### config.mk
export PLATFORM = sky130hd
export DESIGN_NAME = tilegen_bus_master
export DESIGN_NICKNAME = d
export VERILOG_FILES = /design/src/rtl/tilegen_bus_master.sv
export SDC_FILE = /design/constraint.sdc
export NUM_CORES = 1
export LEC_CHECK = 0
export CORE_MARGIN = 2
export CORE_UTILIZATION = 45
export DETAILED_ROUTE_END_ITERATION = 6
export GPL_ROUTABILITY_DRIVEN = 1
export GPL_TIMING_DRIVEN = 0
export PLACE_DENSITY = 0.77
export SYNTH_ARGS = -nofsm -noshare
export SYNTH_HDL_FRONTEND = slang
export SYNTH_SLANG_ARGS = --single-unit
### constraint.sdc
create_clock -name CLK_6M -period 2.9 [get_ports CLK_6M]
set_input_delay 0.58 -clock CLK_6M [delete_from_list [all_inputs] [get_ports CLK_6M]]
set_output_delay 0.58 -clock CLK_6M [all_outputs]
set_load 0.03 [all_outputs]
### src/rtl/tilegen_bus_master.sv
// rtl/tilegen_bus_master.sv - CPU-side write initiator for the TILEGEN bus port
//
// Buffers write commands in a small FIFO and replays each one as a
// cycle-exact TILEGEN write aligned to the CPU slot marked by CLK_2H:
// SETUP (address, data, select) -> STROBE (WE=1) -> HOLD.
//
// Ports:
//   CLK_6M, RST        pixel clock, synchronous active-high reset
//   CLK_2H             2H phase; a rising edge opens a CPU access slot
//   cmd_valid/ready    command handshake (accept on valid && ready)
//   cmd_target         0=SCROLL0 1=SCROLL1 2=LATCH0 3=LATCH1
//   cmd_addr/cmd_data  write address / data
//   SCROLL0..LATCH1    one-hot target select
//   A, MD, WE          address, data, single-cycle write strobe
//   busy               FIFO non-empty or a write in flight
module tilegen_bus_master #(
  parameter int FIFO_DEPTH = 4,
  parameter int ADDR_W     = 13,
  parameter int DATA_W     = 8
) (
  input  logic              CLK_6M,
  input  logic              RST,
  input  logic              CLK_2H,
  input  logic              cmd_valid,
  output logic              cmd_ready,
  input  logic [1:0]        cmd_target,
  input  logic [ADDR_W-1:0] cmd_addr,
  input  logic [DATA_W-1:0] cmd_data,
  output logic              SCROLL0,
  output logic              SCROLL1,
  output logic              LATCH0,
  output logic              LATCH1,
  output logic [ADDR_W-1:0] A,
  output logic [DATA_W-1:0] MD,
  output logic              WE,
  output logic              busy
);

  localparam int PTR_W = (FIFO_DEPTH > 1) ? $clog2(FIFO_DEPTH) : 1;
  localparam int CNT_W = PTR_W + 1;
  localparam int ENT_W = 2 + ADDR_W + DATA_W;

  typedef enum logic [2:0] {
    S_IDLE,
    S_WAIT_SLOT,
    S_SETUP,
    S_STROBE,
    S_HOLD
  } state_t;

  state_t state_q, state_d;

  // 2H rising-edge detect
  logic h2_q;
  logic slot;
  assign slot = CLK_2H && !h2_q;

  // Command FIFO
  logic [ENT_W-1:0] mem_q [FIFO_DEPTH];
  logic [PTR_W-1:0] wr_ptr_q, rd_ptr_q;
  logic [CNT_W-1:0] count_q, count_d;
  logic             ready_q;
  logic             push, pop;

  assign push = cmd_valid && ready_q;
  assign pop  = (state_q == S_IDLE) && (count_q != '0);

  always_comb begin
    count_d = count_q;
    case ({push, pop})
      2'b10:   count_d = count_q + 1'b1;
      2'b01:   count_d = count_q - 1'b1;
      default: count_d = count_q;
    endcase
  end

  always_ff @(posedge CLK_6M) begin
    if (RST) begin
      wr_ptr_q <= '0;
      rd_ptr_q <= '0;
      count_q  <= '0;
      ready_q  <= 1'b1;
      h2_q     <= 1'b0;
    end else begin
      if (push) wr_ptr_q <= wr_ptr_q + 1'b1;
      if (pop)  rd_ptr_q <= rd_ptr_q + 1'b1;
      count_q <= count_d;
      // ready comes straight from next occupancy so it is a clean register output
      ready_q <= (count_d != CNT_W'(FIFO_DEPTH));
      h2_q    <= CLK_2H;
    end
  end

  // Storage needs no reset; the pointers define what is valid.
  always_ff @(posedge CLK_6M) begin
    if (push) mem_q[wr_ptr_q] <= {cmd_target, cmd_addr, cmd_data};
  end

  // Working registers: command currently being issued
  logic [1:0]        wtgt_q;
  logic [ADDR_W-1:0] waddr_q;
  logic [DATA_W-1:0] wdata_q;

  always_ff @(posedge CLK_6M) begin
    if (RST) begin
      wtgt_q  <= '0;
      waddr_q <= '0;
      wdata_q <= '0;
    end else if (pop) begin
      {wtgt_q, waddr_q, wdata_q} <= mem_q[rd_ptr_q];
    end
  end

  // FSM: state register
  always_ff @(posedge CLK_6M) begin
    if (RST) state_q <= S_IDLE;
    else     state_q <= state_d;
  end

  // FSM: next state
  always_comb begin
    state_d = state_q;
    case (state_q)
      S_IDLE:      if (count_q != '0) state_d = S_WAIT_SLOT;
      S_WAIT_SLOT: if (slot) state_d = S_SETUP;
      S_SETUP:     state_d = S_STROBE;
      S_STROBE:    state_d = S_HOLD;
      S_HOLD:      state_d = S_IDLE;
      default:     state_d = S_IDLE;
    endcase
  end

  // FSM: outputs, decoded from the next state so every output is registered
  logic [3:0]        sel_d, sel_q;
  logic              we_d, we_q;
  logic [ADDR_W-1:0] a_d, a_q;
  logic [DATA_W-1:0] md_d, md_q;
  logic              busy_d, busy_q;

  always_comb begin
    sel_d  = '0;
    we_d   = 1'b0;
    a_d    = a_q;
    md_d   = md_q;
    busy_d = (count_d != '0) || (state_d != S_IDLE);
    case (state_d)
      S_SETUP: begin
        sel_d = 4'b0001 << wtgt_q;
        a_d   = waddr_q;
        md_d  = wdata_q;
      end
      S_STROBE: begin
        sel_d = 4'b0001 << wtgt_q;
        we_d  = 1'b1;
      end
      S_HOLD: begin
        sel_d = 4'b0001 << wtgt_q;
      end
      default: begin
        sel_d = '0;
      end
    endcase
  end

  always_ff @(posedge CLK_6M) begin
    if (RST) begin
      sel_q  <= '0;
      we_q   <= 1'b0;
      a_q    <= '0;
      md_q   <= '0;
      busy_q <= 1'b0;
    end else begin
      sel_q  <= sel_d;
      we_q   <= we_d;
      a_q    <= a_d;
      md_q   <= md_d;
      busy_q <= busy_d;
    end
  end

  assign SCROLL0   = sel_q[0];
  assign SCROLL1   = sel_q[1];
  assign LATCH0    = sel_q[2];
  assign LATCH1    = sel_q[3];
  assign WE        = we_q;
  assign A         = a_q;
  assign MD        = md_q;
  assign busy      = busy_q;
  assign cmd_ready = ready_q;

endmodule

==> impl_results.html, run 1 <==
<table>
<tr><th>Metric</th><th>Value</th></tr>
<tr><th colspan="2">Synthesis</th></tr>
<tr><td>Ranking of synthesized cells by instance count</td><td>sky130_fd_sc_hd__edfxtp_1, sky130_fd_sc_hd__nand2_1, sky130_fd_sc_hd__dfxtp_1</td></tr>
<tr><td>Count of cell types in the netlist</td><td>34</td></tr>
<tr><td>Largest cells by area after synthesis</td><td>sky130_fd_sc_hd__edfxtp_1, sky130_fd_sc_hd__dfxtp_1, sky130_fd_sc_hd__mux4_2</td></tr>
<tr><td>Cell with the most instances after synthesis</td><td>sky130_fd_sc_hd__edfxtp_1</td></tr>
<tr><td>Share of async-settable or async-resettable flops after synthesis</td><td>0%</td></tr>
<tr><td>Register area share after synthesis</td><td>69.3%</td></tr>
<tr><td>Dominant synthesized flop cell</td><td>sky130_fd_sc_hd__edfxtp_1</td></tr>
<tr><td>Synthesis-stage register bit count</td><td>154</td></tr>
<tr><td>Ys Warns</td><td>0</td></tr>
<tr><td>Library cell occupying the most area in the post-synthesis netlist</td><td>sky130_fd_sc_hd__edfxtp_1</td></tr>
<tr><td>Number of enable-type register cells in the synthesized netlist</td><td>92</td></tr>
<tr><td>Share of Yosys cell area claimed by the top area cell type</td><td>47.8%</td></tr>
<tr><td>Mean instance size in the synthesized netlist</td><td>14.6 µm²</td></tr>
<tr><td>Synthesized cell area</td><td>5780 µm²</td></tr>
<tr><td>Number of instances in the synthesized netlist</td><td>395</td></tr>
<tr><td>Syn_nets</td><td>428</td></tr>
<tr><th colspan="2">CTS</th></tr>
<tr><td>H-Tree Level Count</td><td>4</td></tr>
<tr><td>Number of clock sinks</td><td>154</td></tr>
<tr><td>Root buffer cell</td><td>sky130_fd_sc_hd__clkbuf_16</td></tr>
<tr><td>TritonCTS clock tree</td><td>done</td></tr>
<tr><td>Buffers from clock root to sink, at most</td><td>2</td></tr>
<tr><td>CTS Buf Count</td><td>17</td></tr>
<tr><td>Worst-skew pair later-pin latency</td><td>0.41 ns</td></tr>
<tr><td>Quantity of hold-fixing buffers added after cts</td><td>0</td></tr>
<tr><td>Clock-pin slew reported for the worst setup and hold paths after clock tree synthesis</td><td>0.06 ns</td></tr>
<tr><th colspan="2">Cells and area</th></tr>
<tr><td>Number of fill cells</td><td>977</td></tr>
<tr><td>Relative area change from synthesis to final layout</td><td>23.8%</td></tr>
<tr><td>Area occupied by multi-input gates</td><td>1610 µm²</td></tr>
<tr><td>Area of all sequential standard cells</td><td>4000 µm²</td></tr>
<tr><td>Nets</td><td>500</td></tr>
<tr><td>Diode insertion count for antenna repair</td><td>0</td></tr>
<tr><td>Fraction of final layout cells with drive strength greater than 1</td><td>22.9%</td></tr>
<tr><th colspan="2">Worst setup path</th></tr>
<tr><td>Cell type of the slowest stage on the worst timing path</td><td>sky130_fd_sc_hd__or4_4</td></tr>
<tr><td>Required @ worst endpoint</td><td>3.18 ns</td></tr>
<tr><td>Worst reg2reg endpoint</td><td>cmd_ready$_SDFF_PP1_</td></tr>
<tr><td>Top fanout value on the critical path</td><td>10</td></tr>
<tr><td>Count of cells along the worst register-to-register path</td><td>10</td></tr>
<tr><td>Endpoint arrival time on the critical path</td><td>3.09 ns</td></tr>
<tr><td>Reg2Reg Setup Slack</td><td>0.09 ns</td></tr>
<tr><td>Critical path type</td><td>flip-flop to flip-flop</td></tr>
<tr><td>Critical path launch point type</td><td>flip-flop</td></tr>
<tr><td>Worst flop-to-flop path startpoint</td><td>count_q[0]$_SDFF_PP0_</td></tr>
<tr><td>Chain of cells forming the critical path</td><td>nor3_1 -&gt; or4_4 -&gt; clkinv_8 -&gt; buf_12 -&gt; ha_4 -&gt; inv_1 -&gt; fa_1 -&gt; nor2b_4 -&gt; mux2_2 -&gt; or3b_2</td></tr>
<tr><td>Maximum cell stage delay along the critical path</td><td>0.50 ns</td></tr>
<tr><td>Endpoint kind of the worst setup timing path</td><td>flip-flop</td></tr>
<tr><th colspan="2">Floorplanning</th></tr>
<tr><td>Number of rows in the core area</td><td>41</td></tr>
<tr><td>I/O Pins</td><td>55</td></tr>
<tr><td>Width of the chip</td><td>117 µm</td></tr>
<tr><td>Die height</td><td>117 µm</td></tr>
<tr><td>Initial core utilization</td><td>46.0%</td></tr>
<tr><td>Core Area</td><td>12600 µm²</td></tr>
<tr><td>Die area</td><td>13800 µm²</td></tr>
<tr><th colspan="2">Drt</th></tr>
<tr><td>Via/cell ratio</td><td>4.90</td></tr>
<tr><td>Met2 wire length</td><td>4870 µm</td></tr>
<tr><td>Post-detailed-route count of antenna-violating nets</td><td>0</td></tr>
<tr><td>Routed Wire Length</td><td>10200 µm</td></tr>
<tr><td>Avg WL per Cell</td><td>15.6 µm</td></tr>
<tr><td>Length of the first detailed-routing pass in iterations</td><td>4</td></tr>
<tr><td>Met1 WL</td><td>4640 µm</td></tr>
<tr><td>Sum of met3 wire segment lengths after detailed routing</td><td>470 µm</td></tr>
<tr><td>DRC Markers</td><td>0</td></tr>
<tr><td>Count of routing violations after the opening detailed-route iteration</td><td>167</td></tr>
<tr><td>Via count</td><td>3196</td></tr>
<tr><td>Top routing layer in use</td><td>met4</td></tr>
<tr><th colspan="2">Pwr</th></tr>
<tr><td>Switching share of total power</td><td>28.3%</td></tr>
<tr><td>Total design power</td><td>6720 µW</td></tr>
<tr><td>Fraction of power consumed by combinational cells</td><td>24.9%</td></tr>
<tr><td>Switching power total</td><td>1900 µW</td></tr>
<tr><td>Peak VDD IR</td><td>0.391 mV</td></tr>
<tr><td>LEAKAGE</td><td>0.00240 µW</td></tr>
<tr><td>Seq pwr share</td><td>42.2%</td></tr>
<tr><td>P_int</td><td>4820 µW</td></tr>
<tr><td>Pwr/cell area</td><td>940 nW/µm²</td></tr>
<tr><td>Proportion of power drawn by the clock network</td><td>32.9%</td></tr>
<tr><th colspan="2">Global route</th></tr>
<tr><td>Number of global-route vias before repair</td><td>3231</td></tr>
<tr><td>Total global-route track usage</td><td>16.2%</td></tr>
<tr><td>Pin count of the biggest net entering global routing</td><td>24</td></tr>
<tr><td>Remaining global-route overflow</td><td>0</td></tr>
<tr><td>Global-route wire length before repair</td><td>16500 µm</td></tr>
<tr><td>Initial antenna violation count</td><td>0</td></tr>
<tr><th colspan="2">STA</th></tr>
<tr><td>Max-slew violation count</td><td>0</td></tr>
<tr><td>Maximum clock rate</td><td>0.356 GHz</td></tr>
<tr><td>Worst slew margin</td><td>17.9%</td></tr>
<tr><td>Final setup skew</td><td>0.00758 ns</td></tr>
<tr><td>Finish-stage setup viols</td><td>0</td></tr>
<tr><td>Count of endpoints failing hold in the final timing report</td><td>0</td></tr>
<tr><td>Worst Max-Slew Pin Slew</td><td>1.23 ns</td></tr>
<tr><td>Fin Setup TNS</td><td>0 ns</td></tr>
<tr><td>Final period demand of the worst path</td><td>2.81 ns</td></tr>
<tr><td>Crit share post-route</td><td>96.8%</td></tr>
<tr><th colspan="2">Flow run</th></tr>
<tr><td>Number of violations of the max-capacitance limit</td><td>0</td></tr>
<tr><th colspan="2">Place</th></tr>
<tr><td>Final RePlAce weighted congestion</td><td>0.747</td></tr>
<tr><td>Buffers on Ports</td><td>54</td></tr>
<tr><td>Detailed Place HPWL</td><td>6690 µm</td></tr>
<tr><th colspan="2">Hold path</th></tr>
<tr><td>Endpoint of the worst hold path</td><td>A[0]$_SDFFE_PP0N_</td></tr>
<tr><td>Type of the most critical hold path</td><td>flip-flop to flip-flop</td></tr>
<tr><td>Cell depth of the worst hold path</td><td>2</td></tr>
<tr><td>Critical hold path startpoint</td><td>waddr_q[0]$_SDFFE_PP0P_</td></tr>
<tr><th colspan="2">Outcome</th></tr>
<tr><td>Result of the run</td><td>completed</td></tr>
</table>
[cells by family (layout without fill, tap and decap cells)]
group	count (synthesis)	count (layout)	share of synthesized area, %
AND/OR/NAND/NOR	126	126	10.2
flip-flops	154	154	69.3
buffers and inverters	29	114	3.18
adder cells (fa/ha/maj)	6	6	1.43
XOR/XNOR	6	6	0.910
multiplexers	25	25	9.36
AO/OA/AOI/OAI	49	49	5.59
[cell usage in the layout, fill, tap and decap left out, types with 2 or more instances in the layout]
cell type                         instances
sky130_fd_sc_hd__a21oi_2                 19
sky130_fd_sc_hd__ha_1                     4
sky130_fd_sc_hd__inv_1                    6
sky130_fd_sc_hd__nand3_1                  2
sky130_fd_sc_hd__and3_1                   6
sky130_fd_sc_hd__nand2_1                 73
sky130_fd_sc_hd__clkinv_2                 2
sky130_fd_sc_hd__a21oi_1                 27
sky130_fd_sc_hd__buf_2                    6
sky130_fd_sc_hd__dfxtp_1                 62
sky130_fd_sc_hd__clkbuf_16               20
sky130_fd_sc_hd__inv_4                    3
sky130_fd_sc_hd__buf_12                   2
sky130_fd_sc_hd__xor2_1                   2
sky130_fd_sc_hd__mux2_2                   2
sky130_fd_sc_hd__xnor2_1                  4
sky130_fd_sc_hd__clkbuf_1                11
sky130_fd_sc_hd__clkdlybuf4s50_1         54
sky130_fd_sc_hd__mux4_2                  23
sky130_fd_sc_hd__nor2_1                  10
sky130_fd_sc_hd__nor3_1                   5
sky130_fd_sc_hd__edfxtp_1                92
sky130_fd_sc_hd__nor3b_1                  2
sky130_fd_sc_hd__nand2_2                 19
sky130_fd_sc_hd__buf_4                    2
sky130_fd_sc_hd__clkbuf_8                 2
sky130_fd_sc_hd__nor2b_1                  2
[flip-flops by register name (all words and copies together), names as in the netlist]
signal / cells
sel_q: 4
h2_q: 1
WE: 1
MD: 8
A: 13
rd_ptr_q: 2
wtgt_q: 2
waddr_q: 13
wdata_q: 8
wr_ptr_q: 2
mem_q: 92
count_q: 3
state_q: 3
busy: 1
cmd_ready: 1
[metal layers]
metal,vias to the layer above,GRT usage [%]
met2,59,24.9
met5,-,0
met3,15,5.25
li1,1565,-
met1,1557,21.1
met4,0,7.06
[worst max-delay path by stage]
stage	start	endpoint	slack, ns	cells past startpoint
after CTS	state_q[1]$_SDFF_PP0_	cmd_ready$_SDFF_PP1_	0.009	11
final	count_q[0]$_SDFF_PP0_	cmd_ready$_SDFF_PP1_	0.09	10
after global routing	state_q[1]$_SDFF_PP0_	cmd_ready$_SDFF_PP1_	-0.003	10
after detailed placement	state_q[1]$_SDFF_PP0_	cmd_ready$_SDFF_PP1_	-0.01	11
after floorplan	state_q[1]$_SDFF_PP0_	cmd_ready$_SDFF_PP1_	0.14	11
after global placement	state_q[1]$_SDFF_PP0_	cmd_ready$_SDFF_PP1_	0.02	11
[layout make-up]
type	instances	share of cell area, %
buffer	21	1.87
multi-input combinational	212	22.5
sequential	154	56.0
timing repair buffer	54	7.56
clock inverter	8	1.05
inverter	7	0.542
clock buffer	24	7.51
tap	172	3.01
[worst max-delay path, delay by kind of cell (launching register included)]
family / cells / cell delay (ns)
flops: 1 / 0.41
simple gates: 4 / 1.20
fa+ha+maj: 2 / 0.61
buf+inv: 3 / 0.29
mux: 1 / 0.16
[power by group through the flow]
stage               Clock, µW  Combinational [µW]  Sequential (µW)
finish                   2210                1670             2840
global route             2340                1840             2870
CTS                      2240                1670             2840
detailed placement          0                1640             2880
global placement            0                1610             2860
floorplan                   0                1210             2900
[stage by stage]
stage | setup WS, ns | util (%) | std cells | instance area (µm²) | hold slack [ns]
after floorplan | 0.135 | - | 395 | 5780 | 0.432
after global placement | 0.0233 | 52.0 | 621 | 6530 | 0.443
after detailed placement | -0.0114 | 52.0 | 621 | 6530 | 0.448
after CTS | 0.00895 | 56.9 | 653 | 7150 | 0.457
after global routing | -0.00324 | 56.9 | 652 | 7150 | 0.470
final | 0.0934 | 56.9 | 652 | 7150 | 0.458
[timing repair]
item | in CTS | in global routing
setup endpoints to repair | 1 | 1
resized for setup | 1 | 3
setup buffers | 0 | 0
No activity file was read; power rests on OpenSTA's default activity.
==> run 2, diff against run 1 <==
- ABC_CLOCK_PERIOD_IN_PS: default -> 2900
- CORE_UTILIZATION: 45 -> 51
- PLACE_DENSITY: 0.77 -> 0.84
- REMOVE_ABC_BUFFERS: default -> 1
==> impl_results.html, run 2 (synthesis results as in run 1) <==
<table>
<tr><th>Metric</th><th>Value</th></tr>
<tr><th colspan="2">Cells and area</th></tr>
<tr><td>Diode insertion count for antenna repair</td><td>0</td></tr>
<tr><td>Biggest register</td><td>mem_q</td></tr>
<tr><td>Most common library cell in the layout ignoring fill and taps</td><td>sky130_fd_sc_hd__edfxtp_1</td></tr>
<tr><td>Max reg flops</td><td>92</td></tr>
<tr><td>Fin area</td><td>7030 µm²</td></tr>
<tr><td>Top library cells by usage in the layout, fill and taps aside</td><td>sky130_fd_sc_hd__edfxtp_1, sky130_fd_sc_hd__nand2_1, sky130_fd_sc_hd__dfxtp_1</td></tr>
<tr><td>Relative area change from synthesis to final layout</td><td>21.8%</td></tr>
<tr><td>Nets</td><td>492</td></tr>
<tr><td>Fraction of final layout cells with drive strength greater than 1</td><td>23.9%</td></tr>
<tr><th colspan="2">CTS</th></tr>
<tr><td>TritonCTS clock tree</td><td>done</td></tr>
<tr><td>H-Tree Level Count</td><td>4</td></tr>
<tr><td>CTS Buf Count</td><td>17</td></tr>
<tr><td>Clock-pin slew reported for the worst setup and hold paths after clock tree synthesis</td><td>0.06 ns</td></tr>
<tr><td>Quantity of hold-fixing buffers added after cts</td><td>0</td></tr>
<tr><td>Buffers from clock root to sink, at most</td><td>2</td></tr>
<tr><td>Worst-skew pair later-pin latency</td><td>0.42 ns</td></tr>
<tr><td>Number of clock sinks</td><td>154</td></tr>
<tr><td>Root buffer cell</td><td>sky130_fd_sc_hd__clkbuf_16</td></tr>
<tr><th colspan="2">Worst setup path</th></tr>
<tr><td>Number of buffers and inverters on the critical path</td><td>2</td></tr>
<tr><td>Maximum cell stage delay along the critical path</td><td>0.60 ns</td></tr>
<tr><td>Top cell family by delay on the critical path</td><td>simple AND/OR/NAND/NOR gates</td></tr>
<tr><td>Endpoint arrival time on the critical path</td><td>3.11 ns</td></tr>
<tr><td>Cell type of the slowest stage on the worst timing path</td><td>sky130_fd_sc_hd__or4_4</td></tr>
<tr><td>Endpoint kind of the worst setup timing path</td><td>flip-flop</td></tr>
<tr><td>Required @ worst endpoint</td><td>3.19 ns</td></tr>
<tr><td>Top fanout value on the critical path</td><td>8</td></tr>
<tr><td>Critical path type</td><td>flip-flop to flip-flop</td></tr>
<tr><td>Chain of cells forming the critical path</td><td>nor3_1 -&gt; or4_4 -&gt; clkinv_8 -&gt; ha_2 -&gt; inv_1 -&gt; fa_1 -&gt; nor2b_1 -&gt; mux2_2 -&gt; or3b_2</td></tr>
<tr><td>Critical path launch point type</td><td>flip-flop</td></tr>
<tr><th colspan="2">Pwr</th></tr>
<tr><td>Total design power</td><td>6600 µW</td></tr>
<tr><td>Peak VDD IR</td><td>0.469 mV</td></tr>
<tr><td>LEAKAGE</td><td>0.00236 µW</td></tr>
<tr><td>Pwr/cell area</td><td>938 nW/µm²</td></tr>
<tr><th colspan="2">Floorplanning</th></tr>
<tr><td>Number of rows in the core area</td><td>38</td></tr>
<tr><td>Initial core utilization</td><td>52.8%</td></tr>
<tr><td>Width of the chip</td><td>110 µm</td></tr>
<tr><td>I/O Pins</td><td>55</td></tr>
<tr><td>Die area</td><td>12200 µm²</td></tr>
<tr><td>Core Area</td><td>10900 µm²</td></tr>
<tr><td>Die height</td><td>110 µm</td></tr>
<tr><th colspan="2">STA</th></tr>
<tr><td>Crit share post-route</td><td>97.2%</td></tr>
<tr><td>Worst Max-Slew Pin Slew</td><td>1.26 ns</td></tr>
<tr><td>Max-slew violation count</td><td>0</td></tr>
<tr><td>Finish-stage setup viols</td><td>0</td></tr>
<tr><td>Maximum clock rate</td><td>0.355 GHz</td></tr>
<tr><td>Count of endpoints failing hold in the final timing report</td><td>0</td></tr>
<tr><td>Worst slew margin</td><td>16.1%</td></tr>
<tr><td>Final setup skew</td><td>0.00875 ns</td></tr>
<tr><td>Final period demand of the worst path</td><td>2.82 ns</td></tr>
<tr><th colspan="2">Drt</th></tr>
<tr><td>Post-detailed-route count of antenna-violating nets</td><td>0</td></tr>
<tr><td>Routed Wire Length</td><td>10700 µm</td></tr>
<tr><td>DRC Markers</td><td>0</td></tr>
<tr><td>Avg WL per Cell</td><td>17.5 µm</td></tr>
<tr><td>Via/cell ratio</td><td>5.35</td></tr>
<tr><td>Count of routing violations after the opening detailed-route iteration</td><td>306</td></tr>
<tr><td>Length of the first detailed-routing pass in iterations</td><td>5</td></tr>
<tr><td>Via count</td><td>3277</td></tr>
<tr><th colspan="2">Place</th></tr>
<tr><td>Detailed Place HPWL</td><td>6020 µm</td></tr>
<tr><td>Post-Place Cell Area</td><td>6380 µm²</td></tr>
<tr><td>Final RePlAce weighted congestion</td><td>0.724</td></tr>
<tr><td>Buffers on Ports</td><td>54</td></tr>
<tr><th colspan="2">Hold path</th></tr>
<tr><td>Type of the most critical hold path</td><td>flip-flop to flip-flop</td></tr>
<tr><th colspan="2">Outcome</th></tr>
<tr><td>Result of the run</td><td>completed</td></tr>
<tr><th colspan="2">Global route</th></tr>
<tr><td>Pin count of the biggest net entering global routing</td><td>34</td></tr>
<tr><td>Global-route wire length before repair</td><td>16600 µm</td></tr>
<tr><td>Total global-route track usage</td><td>17.9%</td></tr>
<tr><td>Initial antenna violation count</td><td>0</td></tr>
<tr><td>Number of global-route vias before repair</td><td>3365</td></tr>
<tr><td>Remaining global-route overflow</td><td>0</td></tr>
<tr><th colspan="2">Flow run</th></tr>
<tr><td>Number of violations of the max-capacitance limit</td><td>0</td></tr>
</table>
==> run 2: cell types whose count changed in the layout (fill, tap and decap cells not counted), moves of 2 or more <==
cell / change
sky130_fd_sc_hd__buf_2: -5
sky130_fd_sc_hd__buf_4: +7
sky130_fd_sc_hd__clkbuf_1: -8
sky130_fd_sc_hd__clkinv_4: +3
sky130_fd_sc_hd__dfxtp_1: -2
sky130_fd_sc_hd__dfxtp_2: +2
==> run 2: area by class of cell <==
| type | instances | area, µm² |
|---|---|---|
| flip-flops and latches | 154 | 4010 |
| fillers | 813 | 3900 |
| multi-input cells | 213 | 1600 |
| repair buffers | 65 | 638 |
| clock buffers | 23 | 500 |
| well taps | 140 | 175 |
| clock inverters | 9 | 61.3 |
| inverters | 7 | 38.8 |
| repair inverters | 1 | 8.76 |
==> run 2: per-stage QoR <==
step / hold WS, ns / setup TNS, ns / worst slack (ns) / util [%] / cells
after floorplan: 0.426 / 0 / 0.151 / - / 373
after global placement: 0.440 / -23.41 / -1.00 / 58.0 / 567
after detailed placement: 0.444 / -0.168 / -0.168 / 58.4 / 569
after CTS: 0.451 / 0 / 0.00751 / 63.6 / 603
after global routing: 0.471 / -0.00306 / -0.00306 / 64.3 / 612
final: 0.448 / 0 / 0.0803 / 64.3 / 612
==> run 2: routing by layer <==
metal	part of all wire (%)	global-route usage (%)	vias to the layer above	routed length, µm
li1	-	-	1553	-
met1	38	18.9	1615	4120
met2	54	32.0	86	5750
met3	5.3	5.43	23	567
met4	2.7	9.25	0	285
met5	0	0	-	0
==> run 2: worst paths after layout <==
check / startpoint / to / slack [ns] / cells after the start
hold / removal: waddr_q[7]$_SDFFE_PP0P_ / A[7]$_SDFFE_PP0N_ / 0.45 / 2
hold reg to reg: waddr_q[7]$_SDFFE_PP0P_ / A[7]$_SDFFE_PP0N_ / 0.45 / 2
setup / recovery: count_q[1]$_SDFF_PP0_ / cmd_ready$_SDFF_PP1_ / 0.08 / 9
setup reg to reg: count_q[1]$_SDFF_PP0_ / cmd_ready$_SDFF_PP1_ / 0.08 / 9
==> run 2: worst min-delay path, cell delays in order, from the launching register on <==
cell	delay [ns]
sky130_fd_sc_hd__dfxtp_1	0.31
sky130_fd_sc_hd__nand2_1	0.05
sky130_fd_sc_hd__a21oi_1	0.05
==> run 2: report_power, final <==
part / total, µW / leakage [µW] / internal [µW] / switching [µW]
Combinational: 1600 / 0.000731 / 730 / 875
Clock: 2050 / 0.000278 / 1220 / 826
Sequential: 2950 / 0.00135 / 2680 / 263
==> run 2: repair_timing <==
item | CTS | global route
setup endpoints to repair | 1 | 1
gates cloned | 1 | 1
gates resized for setup | 0 | 2
pin swaps | 1 | 1
setup buffers | 1 | 8
